<file path="src/rtl/memory_bus_arbiter.sv">
// memory_bus_arbiter: arbitrates fetch and data ports onto one registered memory bus,
// with round-robin tie break and a bus_ready wait-cycle timeout.
module memory_bus_arbiter #(
    parameter int unsigned WAIT_LIMIT = 16
) (
    input  logic        clock,
    input  logic        reset,
    input  logic        i_req,
    input  logic [31:0] i_address,
    output logic        i_ack,
    output logic [31:0] i_read_data,
    input  logic        d_req,
    input  logic        d_write,
    input  logic [31:0] d_address,
    input  logic [31:0] d_write_data,
    input  logic [3:0]  d_byte_enable,
    output logic        d_ack,
    output logic [31:0] d_read_data,
    output logic [31:0] bus_address,
    output logic [31:0] bus_write_data,
    output logic [3:0]  bus_byte_enable,
    output logic        bus_read_enable,
    output logic        bus_write_enable,
    input  logic [31:0] bus_read_data,
    input  logic        bus_ready,
    output logic        bus_timeout
);
    typedef enum logic [1:0] {IDLE, FETCH, DATA} state_t;

    state_t     state_q;
    logic       last_data_q;
    logic [7:0] wait_q;
    logic       abort;
    logic       done;
    logic       grant_fetch;

    // The WAIT_LIMIT-th low cycle aborts instead of incrementing the counter.
    assign abort       = !bus_ready && wait_q == 8'(WAIT_LIMIT - 1);
    assign done        = bus_ready || abort;
    assign grant_fetch = i_req && (!d_req || last_data_q);

    always_ff @(posedge clock or posedge reset) begin
        if (reset) begin
            state_q          <= IDLE;
            last_data_q      <= 1'b1;
            wait_q           <= '0;
            i_ack            <= 1'b0;
            d_ack            <= 1'b0;
            i_read_data      <= '0;
            d_read_data      <= '0;
            bus_address      <= '0;
            bus_write_data   <= '0;
            bus_byte_enable  <= '0;
            bus_read_enable  <= 1'b0;
            bus_write_enable <= 1'b0;
            bus_timeout      <= 1'b0;
        end else begin
            i_ack       <= 1'b0;
            d_ack       <= 1'b0;
            i_read_data <= '0;
            d_read_data <= '0;
            bus_timeout <= 1'b0;
            if (state_q == IDLE) begin
                wait_q <= '0;
                if (grant_fetch) begin
                    state_q          <= FETCH;
                    last_data_q      <= 1'b0;
                    bus_address      <= i_address;
                    bus_write_data   <= '0;
                    bus_byte_enable  <= 4'b1111;
                    bus_read_enable  <= 1'b1;
                    bus_write_enable <= 1'b0;
                end else if (d_req) begin
                    state_q          <= DATA;
                    last_data_q      <= 1'b1;
                    bus_address      <= d_address;
                    bus_write_data   <= d_write_data;
                    bus_byte_enable  <= d_byte_enable;
                    bus_read_enable  <= !d_write;
                    bus_write_enable <= d_write;
                end
            end else if (done) begin
                state_q          <= IDLE;
                bus_address      <= '0;
                bus_write_data   <= '0;
                bus_byte_enable  <= '0;
                bus_read_enable  <= 1'b0;
                bus_write_enable <= 1'b0;
                bus_timeout      <= abort;
                if (state_q == FETCH) begin
                    i_ack       <= 1'b1;
                    i_read_data <= abort ? '0 : bus_read_data;
                end else begin
                    d_ack       <= 1'b1;
                    d_read_data <= (abort || bus_write_enable) ? '0 : bus_read_data;
                end
            end else begin
                wait_q <= wait_q + 8'd1;
            end
        end
    end
endmodule

</file>
<file path="config.mk">
export PLATFORM = sky130hd
export DESIGN_NAME = memory_bus_arbiter
export DESIGN_NICKNAME = d
export VERILOG_FILES = /design/src/rtl/memory_bus_arbiter.sv
export SDC_FILE = /design/constraint.sdc
export NUM_CORES = 1
export LEC_CHECK = 0
export ABC_AREA = 1
export BUFFER_PORTS_ARGS = -buffer_cell sky130_fd_sc_hd__clkbuf_2
export CAP_MARGIN = 0
export CORE_MARGIN = 2
export CORE_UTILIZATION = 35
export DETAILED_ROUTE_END_ITERATION = 16
export PLACE_DENSITY = 0.67
export SYNTH_ARGS = -nofsm -noshare
export SYNTH_HDL_FRONTEND = slang
export SYNTH_SLANG_ARGS = --single-unit
</file>
<file path="constraint.sdc">
create_clock -name clock -period 5.8 [get_ports clock]
set_input_delay 0.29 -clock clock [delete_from_list [all_inputs] [get_ports clock]]
set_output_delay 0.29 -clock clock [all_outputs]
set_load 0.02 [all_outputs]
</file>
==> results.md, run 1 <==
* Clk Latency, worst-skew pair at 420 ps
* Post-layout util at 47.3%
* Mapped Nets at 897
* Antenna diodes at 0
* Routed len/inst at 14.2 µm
* Design Power at 4.34 mW
* Cell with the most instances after synthesis: nand2_1
* Critical path class: reg -> reg
* Core footprint at 0.0180 mm²
* I/O pin count at 275
* Antenna Nets Post-Route at 0
* Sequential power share at 34.2%
* Die height at 139 µm
* Rows at 49
* Violated checks: hold timing
* Net Sw Frac at 42.0%
* Final Critical Period at 3000 ps
* Post-Synthesis Cells at 758
* Vias at 5,745
* Least-Margin Pin Slew at 970 ps
* Crit path top cell by count: nand2_1
* Clk buf depth at 2
* Die Span X at 139 µm
* Top cells by count, synth: 216 x nand2_1, 147 x dfrtp_1, 118 x nand3_1
* TritonCTS clock tree: yes
* Max-slew violations at 0
* Die Area at 0.0193 mm²
* Number of flops mapped to enable cells by yosys at 0
* Gr ovfl total at 0
* CP max FO at 55
* Clk sink count at 148
* Register area share after synthesis at 58.0%
* Detailed Place HPWL at 12,200 µm
* Post-CTS setup buffers at 0
* Vias/cell at 4.60
* Final Skew at 9.17 ps
* R2r endpoint: bus_address[1]$_DFFE_PP0P_
* Seq cells post-synth at 148
* Reg-to-reg setup timing slack at 2800 ps
* Setup TNS at 0 ps
* Port Buffers at 274
* Pwr Density at 511 mW/mm²
* Final instance area at 0.00849 mm²
* Post_cts resized at 0
* Logic pwr share at 38.2%
* CP Capture Type: flop
* Total Wirelength at 17,800 µm
* # fillers at 1,772
* Number of global-route vias before repair at 5,612
* Worst VDD drop at 0.204 mV
* Critical path required time at 6100 ps
* First-pass GRT wire length at 29,000 µm
* Antenna violations before repair at 0
* # setup viols final at 0
* Place WS at 2770 ps
* Placed instance count at 1,218
* Slowest stage cell, crit path: buf_4
* Iteration-0 DRC Markers at 377
* Biggest cell delay along the critical path at 560 ps
* Clock power frac at 27.6%
* Initial core utilization at 35.6%
* Cell Count, Final, Fillers Out at 1,250
* GPL Wtd Cong at 0.830
* H-tree depth at 4
* Result of the run: finished, violations left
* Synth warnings at 0
* Root Buffer: clkbuf_16
* Sw power at 1.82 mW
* P_int at 2.52 mW
* Final Hold Viols at 1
* Worst path cell trace: nor2_8 -> inv_2 -> nand2_2 -> buf_4 -> nand2_4 -> nand2_1 -> nand2_1
* Synth top area share at 57.6%
* Synthesized area at 0.00639 mm²
* Synth Area per Inst at 8.43 µm²
* Critical path launch point type: flop
* Post-cts hold buffer count at 0
* Hold crit path type: in -> async
* TritonCTS buffer count at 17
* Final worst slack at 2800 ps
* Pre-antenna DRT Iters at 5
* Ys async rst share at 100%
* Yosys top cell by area: dfrtp_1
* RSZ-0062 raised after global routing: no
* Global Route Usage Sum at 18.7%
* Dominant cells by area after synthesis: dfrtp_1 58%, nand2_1 13%, nand3_1 9.2%
* Largest net degree at the start of global routing at 94
* FMAX at 333 MHz
* Synth Flop Type: dfrtp_1
* Register Area at 0.00370 mm²
* Leakage at 5.34 nW
* Arrival @ worst endpoint at 3300 ps
* Layout cell share with drive strength beyond 1 at 31.6%
* Slew margin rel. at 35.1%
* Final nets at 1,147
* Period utilization at 51.7%
* Reg2Reg Depth at 7
* Post-synthesis cell type count at 26
* R2R Path Start: state_q[0]$_DFFE_PP0P_
* Max-cap viol count at 0
* Hold_ws at -1.59 ps
* Multi-input gate area at 0.00206 mm²
* Clk slew on worst S/H paths at 60 ps
* Area after DPL at 0.00785 mm²
* Area growth syn-to-layout at 33.0%
* Remaining DRCs at 0
## kinds of logic after synthesis
logic type / count (synthesis) / synth area share [%]
simple gates: 444 / 30.6
buf+inv: 152 / 9.97
flops: 148 / 58.0
compound gates: 12 / 1.12
xor+xnor: 1 / 0.137
fa+ha+maj: 1 / 0.196
## worst max-delay path: cells and delay by family (launching register included)
family	cells	cell delay [ps]
AND/OR/NAND/NOR	5	1590
flip-flops	1	450
buffers and inverters	2	810
## registers in the layout, indices dropped and copies added, names as in the netlist
name and cells:
bus_timeout 1, state_q 2, d_read_data 32, bus_write_data 32, wait_q 8, bus_read_enable 1
bus_byte_enable 4, last_data_q 1, bus_address 32, i_read_data 32, d_ack 1, bus_write_enable 1
i_ack 1
## power by group through the flow
stage	Sequential (mW)	Combinational, mW	Clock (mW)
finish	1.48	1.66	1.20
global route	1.52	1.83	1.27
CTS	1.48	1.69	1.23
detailed placement	1.50	1.68	0
global placement	1.49	1.66	0
floorplan	1.81	0.835	0
## layout by cell type, fill, tap and decap left out, drive strengths merged, types with 3 or more instances in the layout
cell    Yosys  final
dfrtp     147    147
clkbuf     19    291
nand4      36     36
nor2       69     69
nand3     118    118
buf        29      5
bufinv      0      4
clkinv      0      3
inv       104    111
o21ai      10     10
nand2     218    218
## area by class of cell
class                      instances  share of cell area (%)
timing repair buffer             279                    16.6
clock inverter                    15                    2.55
sequential                       148                    43.6
clock buffer                      17                    5.01
multi-input combinational        458                    24.2
tap                              229                    3.37
inverter                         104                    4.66
## per-layer routing
layer,GRT usage [%],wire length (µm)
met1,24.3,7780
met5,0,0
met3,4.04,840
met2,30.9,8760
met4,6.91,403
## how the worst max path moves through the flow
| stage | cells past startpoint | endpoint | from |
|---|---|---|---|
| floorplan | 1 | bus_address[0]$_DFFE_PP0P_ | reset |
| global placement | 7 | bus_address[26]$_DFFE_PP0P_ | state_q[0]$_DFFE_PP0P_ |
| global route | 7 | bus_address[28]$_DFFE_PP0P_ | state_q[0]$_DFFE_PP0P_ |
| finish | 7 | bus_address[1]$_DFFE_PP0P_ | state_q[0]$_DFFE_PP0P_ |
| detailed placement | 7 | bus_address[1]$_DFFE_PP0P_ | state_q[0]$_DFFE_PP0P_ |
| CTS | 7 | bus_address[1]$_DFFE_PP0P_ | state_q[0]$_DFFE_PP0P_ |
Power figures use the tool's default switching activity.
==> inputs of run 2 (changes only) <==
--- a/config.mk
+++ b/config.mk
@@ -5,13 +5,13 @@
 export SDC_FILE = /design/constraint.sdc
 export NUM_CORES = 1
 export LEC_CHECK = 0
-export ABC_AREA = 1
+export ABC_AREA = 0
 export BUFFER_PORTS_ARGS = -buffer_cell sky130_fd_sc_hd__clkbuf_2
 export CAP_MARGIN = 0
 export CORE_MARGIN = 2
 export CORE_UTILIZATION = 35
 export DETAILED_ROUTE_END_ITERATION = 16
-export PLACE_DENSITY = 0.67
+export PLACE_DENSITY = 0.69
 export SYNTH_ARGS = -nofsm -noshare
 export SYNTH_HDL_FRONTEND = slang
 export SYNTH_SLANG_ARGS = --single-unit
==> constraint.sdc (replaced) <==
create_clock -name clock -period 3 [get_ports clock]
set_input_delay 0.15 -clock clock [delete_from_list [all_inputs] [get_ports clock]]
set_output_delay 0.15 -clock clock [all_outputs]
set_load 0.02 [all_outputs]
==> run 2 against run 1 <==
The flow now finishes without violations. First-iteration DRC count down 54%. Hold slack improved by 43 ps. Global-route usage down 0.95 points. Core utilization rose by 6.9 points. Sequential power grew 91%. Critical path type unchanged. Critical endpoint is now bus_write_data[23]$_DFFE_PP0P_. Highest routed layer unchanged.
==> results.md, run 2 <==
* Rows at 46 (-6.1%)
* First-pass GRT wire length at 23,100 µm (-21%)
* # fillers at 1,370 (-23%)
* Slew margin rel. at 51.4% (+16 points)
* Iteration-0 DRC Markers at 172 (-54%)
* Antenna diodes at 0 (unchanged)
* Post-cts hold buffer count at 66 (+66)
* Net Sw Frac at 36.2% (-5.8 points)
* Mapped Nets at 585 (-35%)
* Critical path required time at 3300 ps (-2800 ps)
* Largest net degree at the start of global routing at 68 (-28%)
* Sw power at 2.74 mW (+50%)
* Cell Count, Final, Fillers Out at 1,016 (-19%)
* Die height at 130 µm (-6.3%)
* Worst VDD drop at 0.558 mV (+170%)
* Root Buffer: clkbuf_16
* Commonest non-fill, non-tap cell in the layout: clkbuf_2
* Clk sink count at 148 (unchanged)
* Global Route Usage Sum at 17.7% (-0.95 points)
* Synth Area per Inst at 12.5 µm² (+49%)
* Layout cell share with drive strength beyond 1 at 40.6% (+9.0 points)
* Die Area at 0.0170 mm² (-12%)
* RSZ-0062 raised after global routing: no
* Post-layout util at 54.2% (+6.9 points)
* Pre-antenna DRT Iters at 4 (-1)
* Pwr Density at 885 mW/mm² (+73%)
* Clk buf depth at 2 (unchanged)
* Leakage at 4.57 nW (-14%)
* Antenna Nets Post-Route at 0 (unchanged)
* Clk Latency, worst-skew pair at 420 ps (about the same)
* HP Start: i_address[24]
* Setup TNS at 0 ps (unchanged)
* Post_cts resized at 0 (unchanged)
* Initial core utilization at 35.4% (-0.12 points)
* Final Critical Period at 2120 ps (-877 ps)
* Reg2Reg Depth at 6 (-1)
* # setup viols final at 0 (unchanged)
* Post-CTS setup buffers at 0 (unchanged)
* Hold path cells at 3
* Critical path launch point type: flop
* Hold endpoint: bus_address[24]$_DFFE_PP0P_
* R2r endpoint: bus_write_data[23]$_DFFE_PP0P_
* Reg-to-reg setup timing slack at 880 ps (-1920 ps)
* TritonCTS buffer count at 17 (unchanged)
* Post-synthesis cell type count at 33 (+27%)
* Area growth syn-to-layout at 52.9%
* Yosys top cell by area: dfrtp_1
* Clk slew on worst S/H paths at 60 ps (about the same)
* Register Area at 0.00370 mm² (unchanged)
* GPL Wtd Cong at 0.719 (-13%)
* Seq cells post-synth at 148 (unchanged)
* Detailed Place HPWL at 9960 µm (-19%)
* Max-cap viol count at 0 (unchanged)
* Logic pwr share at 34.0% (-4.2 points)
* Synth top area share at 65.8% (+8.2 points)
* Final Skew at 7.80 ps (-1.37 ps)
* Period utilization at 70.7% (+19 points)
* Final nets at 926 (-19%)
* Crit path top cell by count: buf_4
* Max-slew violations at 0 (unchanged)
* Vias/cell at 4.62 (+0.42%)
* WP buf/inv at 2 (unchanged)
* CP max FO at 36 (-35%)
* Final Hold Viols at 0 (-1)
* Synthesized area at 0.00559 mm² (-13%)
* Worst path cell trace: or4_4 -> a211oi_4 -> buf_4 -> nor2_2 -> buf_4 -> a22o_1
* I/O pin count at 275 (unchanged)
* Synth Flop Type: dfrtp_1
* H-tree depth at 4 (unchanged)
* Design Power at 7.57 mW (+74%)
* Top cells by count, synth: 147 x dfrtp_1, 64 x and2_1, 46 x nand2_1
* Placed instance count at 918 (-25%)
* Number of global-route vias before repair at 4,764 (-15%)
* Synth warnings at 0 (unchanged)
* Result of the run: finished clean
* Post-Synthesis Cells at 446 (-41%)
* Remaining DRCs at 0 (unchanged)
* Register area share after synthesis at 66.3% (+8.3 points)
* Hold crit path type: in -> reg
* Cell with the most instances after synthesis: dfrtp_1
* Arrival @ worst endpoint at 2430 ps (-870 ps)
* Critical path class: reg -> reg
* Hold_ws at 41.3 ps (+42.8 ps)
* Core footprint at 0.0158 mm² (-12%)
* Slowest stage cell, crit path: or4_4
* Sequential power share at 37.2% (+3.0 points)
* Biggest cell delay along the critical path at 570 ps (about the same)
* Gr ovfl total at 0 (unchanged)
* CP Capture Type: flop
* TritonCTS clock tree: yes
* R2R Path Start: wait_q[5]$_DFFE_PP0P_
* Die Span X at 130 µm (-6.3%)
* Port Buffers at 274 (unchanged)
* Least-Margin Pin Slew at 727 ps (-244 ps)
* Total Wirelength at 15,100 µm (-15%)
* Ys async rst share at 100% (unchanged)
* Antenna violations before repair at 0 (unchanged)
* FMAX at 471 MHz (+41%)
* Vias at 4,689 (-18%)
* Most frequent cells in the layout: 274 x clkbuf_2, 147 x dfrtp_1, 66 x dlygate4sd3_1
* P_int at 4.83 mW (+92%)
* Routed len/inst at 14.8 µm (+4.2%)
* Multi-input gate area at 0.00179 mm² (-13%)
* Clock power frac at 28.8% (+1.2 points)
* Number of flops mapped to enable cells by yosys at 0 (unchanged)
* Critical path's top delay family: simple AND/OR/NAND/NOR gates
* Dominant cells by area after synthesis: dfrtp_1 66%, and2_1 7.2%, mux2i_1 5.7%
==> run 2: cell count changes in the layout (fill, tap and decap cells not counted), sizes merged, moves of 31 or more <==
cell,delta
nand2,-172
nand3,-115
inv,-108
dlygate4sd3,+66
and2,+64
nor2,-57
nand4,-36
a22o,+32
mux2i,+32
o22ai,+31
==> run 2: how the worst max path moves through the flow <==
stage	to	startpoint	slack (ps)	depth (start not counted)
finish	bus_write_data[23]$_DFFE_PP0P_	wait_q[5]$_DFFE_PP0P_	880	6
CTS	bus_write_data[12]$_DFFE_PP0P_	wait_q[4]$_DFFE_PP0P_	880	6
floorplan	bus_address[0]$_DFFE_PP0P_	reset	990	1
global placement	bus_write_data[27]$_DFFE_PP0P_	wait_q[5]$_DFFE_PP0P_	910	6
detailed placement	bus_write_data[23]$_DFFE_PP0P_	wait_q[4]$_DFFE_PP0P_	890	6
global route	bus_write_data[26]$_DFFE_PP0P_	wait_q[5]$_DFFE_PP0P_	790	6
==> run 2: tightest hold or removal path, cell delays in order <==
cell and delay (ps):
clkbuf_2 70, mux2i_1 50, o22ai_1 130
==> run 2: metrics by stage <==
step	setup slack, ps	cell area (µm²)
global placement	911	7270
floorplan	990	5590
CTS	878	8550
finish	878	8550
detailed placement	891	7270
global route	787	8550
==> run 2: layer usage <==
layer / up-vias / GRT usage (%) / share of wire (%) / wire [µm]
li1: 2229 / - / - / -
met4: 0 / 7.01 / 2.0 / 298
met5: - / 0 / 0 / 0
met3: 26 / 7.38 / 9.3 / 1400
met2: 186 / 30.0 / 49 / 7350
met1: 2248 / 20.0 / 40 / 6020
==> run 2: cell type report <==
type                       count  share of cell area (%)
sequential                   148                    43.4
timing repair buffer         351                    25.2
tap                          216                    3.16
multi-input combinational    266                    21.0
clock buffer                  21                    5.39
inverter                       3                   0.176
clock inverter                11                    1.77
==> run 2: power by group through the flow <==
stage | sequential (mW) | clock (mW) | combinational (mW)
CTS | 2.81 | 2.23 | 2.59
floorplan | 3.44 | 0 | 0.988
detailed placement | 2.83 | 0 | 2.52
global route | 2.88 | 2.32 | 2.80
global placement | 2.83 | 0 | 2.48
finish | 2.82 | 2.18 | 2.57
==> run 2: cells by family (layout without fill, tap and decap cells) <==
group / Yosys count / after routing / share of synthesized area [%]
DFF: 148 / 148 / 66.3
and+or+nand+nor: 139 / 139 / 13.1
AOI/OAI and AO/OA: 91 / 91 / 11.7
muxes: 32 / 32 / 5.73
buffers and inverters: 32 / 386 / 2.40
xor gates and xnor gates: 3 / 3 / 0.470
adders and majority gates: 1 / 1 / 0.224
